**config.mk**
```make
export PLATFORM = sky130hd
export DESIGN_NAME = serial_subtractor
export DESIGN_NICKNAME = d
export VERILOG_FILES = /design/src/rtl/serial_subtractor_pkg.sv /design/src/rtl/serial_subtractor_fs_cell.sv /design/src/rtl/serial_subtractor.sv
export SDC_FILE = /design/constraint.sdc
export NUM_CORES = 1
export LEC_CHECK = 0
export ABC_AREA = 1
export CORE_ASPECT_RATIO = 1.75
export CORE_MARGIN = 10
export CORE_UTILIZATION = 25
export DETAILED_ROUTE_END_ITERATION = 10
export PLACE_DENSITY = 0.48
export SLEW_MARGIN = 20
export SYNTH_ARGS = -nofsm -noshare
export SYNTH_HDL_FRONTEND = slang
export SYNTH_SLANG_ARGS = --single-unit
```
**constraint.sdc**
```tcl
create_clock -name clk -period 1.8 [get_ports clk]
set_clock_uncertainty 0.05 [all_clocks]
set_input_delay 0.27 -clock clk [delete_from_list [all_inputs] [get_ports clk]]
set_output_delay 0.27 -clock clk [all_outputs]
set_load 0.02 [all_outputs]
```
**src/rtl/serial_subtractor_pkg.sv**
```systemverilog
// Shared definitions for the bit-serial subtractor.
// The state encoding is fixed so that waveforms and debug probes stay stable across builds.
package serial_subtractor_pkg;

  typedef enum logic [1:0] {
    ST_IDLE  = 2'd0,
    ST_SHIFT = 2'd1,
    ST_DONE  = 2'd2
  } state_t;

endpackage

```
**src/rtl/serial_subtractor_fs_cell.sv**
```systemverilog
// Combinational full subtractor: d = x - y - bin.
// This is the half subtractor extended with a borrow input.
module fs_cell (
  input  logic x,
  input  logic y,
  input  logic bin,
  output logic d,
  output logic bout
);

  assign d    = x ^ y ^ bin;
  assign bout = (~x & y) | (~(x ^ y) & bin);

endmodule

```
**src/rtl/serial_subtractor.sv**
```systemverilog
// Bit-serial subtractor: computes a - b - borrow_in over WIDTH cycles, LSB first.
// A single fs_cell is used, and the borrow is carried between cycles in a register.
module serial_subtractor
  import serial_subtractor_pkg::*;
#(
  parameter int WIDTH = 8
) (
  input  logic             clk,
  input  logic             rst_n,
  input  logic             start,
  input  logic [WIDTH-1:0] a,
  input  logic [WIDTH-1:0] b,
  input  logic             borrow_in,
  output logic             busy,
  output logic             done,
  output logic [WIDTH-1:0] difference,
  output logic             borrow_out
);

  localparam int CNT_W = (WIDTH > 1) ? $clog2(WIDTH) : 1;
  localparam logic [CNT_W-1:0] CNT_LAST = CNT_W'(WIDTH - 1);

  state_t           state, state_next;
  logic [WIDTH-1:0] a_sh, b_sh, d_sh, d_sh_next;
  logic [CNT_W-1:0] cnt;
  logic             brw;
  logic             bit_d, bit_bout;
  logic             accept;

  fs_cell u_fs_cell (
    .x    (a_sh[0]),
    .y    (b_sh[0]),
    .bin  (brw),
    .d    (bit_d),
    .bout (bit_bout)
  );

  // A start request arriving in the DONE cycle is accepted in the same way as one arriving in IDLE.
  assign accept = start && (state != ST_SHIFT);
  assign busy   = (state == ST_SHIFT);
  assign done   = (state == ST_DONE);

  always_comb begin
    d_sh_next = d_sh >> 1;
    d_sh_next[WIDTH-1] = bit_d;
  end

  always_ff @(posedge clk or negedge rst_n) begin
    if (!rst_n) state <= ST_IDLE;
    else        state <= state_next;
  end

  always_comb begin
    state_next = ST_IDLE;
    case (state)
      ST_IDLE:  state_next = start ? ST_SHIFT : ST_IDLE;
      ST_SHIFT: state_next = (cnt == CNT_LAST) ? ST_DONE : ST_SHIFT;
      ST_DONE:  state_next = start ? ST_SHIFT : ST_IDLE;
      default:  state_next = ST_IDLE;
    endcase
  end

  // The visible result is written only on the final shift, so partial sums never reach the outputs.
  always_ff @(posedge clk or negedge rst_n) begin
    if (!rst_n) begin
      a_sh       <= '0;
      b_sh       <= '0;
      d_sh       <= '0;
      cnt        <= '0;
      brw        <= 1'b0;
      difference <= '0;
      borrow_out <= 1'b0;
    end else if (accept) begin
      a_sh <= a;
      b_sh <= b;
      brw  <= borrow_in;
      cnt  <= '0;
    end else if (state == ST_SHIFT) begin
      a_sh <= a_sh >> 1;
      b_sh <= b_sh >> 1;
      d_sh <= d_sh_next;
      brw  <= bit_bout;
      cnt  <= cnt + 1'b1;
      if (cnt == CNT_LAST) begin
        difference <= d_sh_next;
        borrow_out <= bit_bout;
      end
    end
  end

endmodule

```
[Word level (Yosys, flattened, before mapping)]
Index checks and enable logic that the tools add are counted.
Storage, ports and cells
  bits in registers: 39
  latch bits: 0
  bits in writable memories: 0
  ROM bits: 0
  input port bits: 20
  output and inout port bits: 11
  word-level logic and storage cells: 38
  memories: 0
Cells by class
  add/subtract/negate cells: 1
  $mul: 0
  divide/modulo/power cells: 0
  order comparisons: 0
  equal/unequal tests: 4
  shifts and indexed selects: 0
  multiplexer cells: 11
  bitwise logic cells: 8
  reductions and logical operators: 6
Operators by type and width (number)
  $mux 8: 4
  $mux 3: 2
  $pmux 2 s2: 1
  $add 3x1->3 const B: 1
  $eq 3x3->1 const B: 1
  $mux 1: 3
  $not 1->1: 3
  $reduce_and 3->1: 1
  $and 1x1->1: 2
  $eq 2x1->1 const B: 1
  $eq 2x2->1 const B: 1
  $logic_not 2->1: 1
  $mux 2: 1
  $ne 2x1->1 const B: 1
  $reduce_and 2->1: 1
  $reduce_bool 2->1: 1
  $reduce_or 2->1: 1
  $xor 1x1->1: 2
  $logic_and 1x1->1: 1
  $or 1x1->1: 1

[Logic depth before layout (Yosys ltp)]
  depth after elaboration: 6
  depth in mapped cells: 6
  depth with buffers taken out: 6

[Hierarchy]
From an unflattened synthesis, not the netlist that was laid out.
Second synthesis, totals
  cells, all modules: 184
  area, all modules: 1856.8 µm²
Modules (own cells, without submodules)
  serial_subtractor: instances 1, cells an instance 180, area an instance 1825.5 µm², sequential area each 950.9 µm²
  fs_cell: instances 1, cells an instance 4, area an instance 31.3 µm², sequential area each 0.0 µm²

[Least setup slack after synthesis]
OpenSTA, ideal clock, no wires.
  kind: register to register
  start point: register cnt[0]
  end point: register difference[7]
  library setup time: 117 ps
  data arrival time: 1093 ps
  data required time: 1633 ps
  path slack: 540 ps
  cell stages (with the launch flop): 7
  path buffers: 0
  period minus slack after synthesis: 1260 ps
  cells stage by stage: dfrtp_1 ha_1 ha_1 inv_1 nor2_8 nand2_1 nand2_1
Between the ends
  cells in the longest elaborated chain, start to end: 2
Ends and longest elaborated chain
  from (decl): line serial_subtractor.sv:25  | logic [CNT_W-1:0] cnt;
  from (signal assigned): line serial_subtractor.sv:83  | cnt <= cnt + 1'b1;
  $eq 3x3->1: line serial_subtractor.sv:84  | if (cnt == CNT_LAST) begin
  $reduce_and 3->1 (no line)
  to (signal assigned): line serial_subtractor.sv:85  | difference <= d_sh_next;
  to (decl): line serial_subtractor.sv:16  | output logic [WIDTH-1:0] difference,
No other way between the ends.
A chain may end at the register's enable or synchronous reset.

[Worst setup path in the final report]
  start point: register borrow_out
  end point: output port borrow_out
RTL lines
  from (decl): line serial_subtractor.sv:17  | output logic borrow_out
  from (signal assigned): line serial_subtractor.sv:86  | borrow_out <= bit_bout;
No word-level cell between the ends.

==> flow_summary.yaml <==
outcome:
  outcome: "completed"
final_layout:
  final_util_pct: 32.7
  fillers: 774
  n_antenna_cell: 0
  design_area_sq_mm: 0.00238
  drive_above_1_share_pct: 22.2
  area_growth_pct: 26.8
  num-nets-final: 238
yosys:
  ys_types: 19
  ys_ff_latch: 38
  syn_area_sq_mm: 0.00188
  syn_nets: 207
  ys_seq_area_share_pct: 50.6
  netlist.area_leader.share_pct: 50.6
  syn_avg_cell_area_sq_um: 10.2
  synth_area_leaders: "dfrtp_1 51%, nand3_2 14%, nand2_1 11%"
  synth.largest_area_cell: "dfrtp_1"
  netlist_instances: 184
  yosys_warnings: 0
grt:
  grt_overflow: 0
  grt_pass1_vias: 1460
  antenna_found_initial: 0
  grt_util_all_layers_pct: 7.17
  grt_pass1_wl_microns: 6790
  grt_start_max_net_pins: 43
sta:
  drv_slew: 0
  rsz0062_at_grt: "no"
  finalHoldViolations: 0
  slew_headroom_pct: 48.5
  worst_pin_slew_ps: 772
  holdWs_ps: 413
  min_period_ps: 1560
  setup_violations: 0
  setup_tns_ps: 0
  fmax_mhz: 643
  post-route-period-util_pct: 86.4
floorplan:
  core.rowCount: 41
  core_area_sq_mm: 0.00728
  dieArea_sq_mm: 0.0115
  die_w_microns: 85.5
  die_h_microns: 135
  start_util_pct: 25.8
  ioPinCount: 31
pwr:
  p_total_mw: 3.91
  cellLeakagePower_nw: 1.14
  max-vdd-ir-drop_mv: 0.535
  power_density_mw_per_mm2: 1640
drt:
  routed_wl_microns: 3800
  drtPass1Iterations: 4
  drcViolationCount: 0
  routed_via_density: 4.31
  avgRoutedWirePerCell_microns: 12.6
  drtIter0Drc: 75
  ant_nets: 0
  vias: 1302
clock_tree:
  cts_htree_levels: 2
  worst_skew_pair.late_latency_ps: 270
  post_cts_buffers: 0
  clkTransAtPathRegs_ps: 60
  cts.sinks: 38
  clockBufferDepth: 2
  cts_tree: "yes"
  root_buffer: "clkbuf_16"
  cts_made_buffers: 5
run:
  maxCapViolations: 0
critical_path:
  critical_path_buf_inv_count: 1
  path_cells: "clkdlybuf4s50_1"
  crit_path_top_delay_cell: "clkdlybuf4s50_1"
  critPathMaxFanout: 2
  crit_path_max_incr_delay_ps: 620
  cp-end-kind: "primary output"
  critical-path-top-delay-family: "buffers and inverters"
  crit_required_ps: 1480
  worstSetupStartpointType: "flop"
  path_class: "reg -> out"
  cp.arrival_ps: 1240
placed_design:
  dp_hpwl_microns: 2650
  portBuffers: 30
  place_area_sq_mm: 0.00220
  gp_congestion: 0.710
hold_path:
  min_path_type: "reg -> reg"
==> cells in the final DEF (no fill, tap or decap), types with 2 or more instances in the layout <==
cell	n
o21ai_0	3
dlymetal6s2s_1	2
ha_1	2
dfrtp_1	38
nand2_2	2
nand3_2	27
clkbuf_1	2
clkbuf_16	5
nand2_1	57
buf_12	2
inv_1	8
o21ai_2	4
clkdlybuf4s50_1	27
buf_4	2
nand3_1	25
inv_2	2
==> power by group <==
group | internal [mW] | total [mW] | switching, mW
Clock | 0.655 | 0.975 | 0.321
Combinational | 0.632 | 1.50 | 0.872
Sequential | 1.22 | 1.44 | 0.216
==> synthesized netlist by cell type (all sizes together) <==
| master | instances |
|---|---|
| buf | 11 |
| dfrtp | 38 |
| fa | 1 |
| ha | 2 |
| inv | 10 |
| nand2 | 59 |
| nand3 | 52 |
| nor2 | 3 |
| o21ai | 7 |
| o22ai | 1 |
==> through the flow <==
stage | worst slack, ps | std cells
floorplan | 540 | 184
global placement | 97.6 | 293
detailed placement | 106 | 293
CTS | 7.65 | 302
global route | 202 | 302
finish | 244 | 302
==> timing repair <==
action                     CTS  global route
gates resized for setup      0             2
hold buffers                 1             0
setup endpoints to repair    0             2
hold endpoints to repair    17             0
==> cell families after synthesis <==
logic type,share of synthesized area (%)
buffers and inverters,9.05
DFF,50.6
AOI/OAI and AO/OA,3.00
and+or+nand+nor,35.0
adders and majority gates,2.40
==> worst reg2reg max path: cells and delay by family, from the launching register on <==
kind / cells / cell delay, ps
flops: 1 / 410
buf+inv: 2 / 340
simple gates: 4 / 430
==> cell type report <==
class                           count  area (sq um)  share of cell area, %
Sequential cell                    38           951                   39.9
Multi-Input combinational cell    125           758                   31.8
Timing Repair Buffer               35           365                   15.3
Clock buffer                        7           133                   5.57
Tap cell                           86           108                   4.52
Inverter                           10          37.5                   1.58
Clock inverter                      1          30.0                   1.26
==> per-layer routing <==
metal | part of all wire [%] | vias up | track usage [%]
met1 | 42 | 617 | 8.05
li1 | - | 656 | -
met2 | 52 | 27 | 11.8
met5 | 0 | - | 0
met4 | 1.7 | 0 | 3.86
met3 | 4.3 | 2 | 2.05
==> path summary, 6_finish.rpt <==
path	startpoint	to	slack, ps	depth (start not counted)
worst max-delay path	borrow_out$_DFFE_PN0P_	borrow_out	240	1
worst max register to register	state[0]$_DFF_PN0_	difference[0]$_DFFE_PN0P_	470	6
min in group asynchronous	rst_n	state[0]$_DFF_PN0_	430	2
worst min-delay path	d_sh[7]$_DFFE_PN0P_	difference[6]$_DFFE_PN0P_	410	2
max in group asynchronous	rst_n	cnt[0]$_DFFE_PN0P_	800	3
worst min register to register	d_sh[7]$_DFFE_PN0P_	difference[6]$_DFFE_PN0P_	410	2
==> state kept, by name (all words and copies together), names as in the netlist <==
| register | flops |
|---|---|
| state | 2 |
| cnt | 3 |
| d_sh | 7 |
| brw | 1 |
| borrow_out | 1 |
| difference | 8 |
| a_sh | 8 |
| b_sh | 8 |
No activity file was read; power rests on OpenSTA's default activity.
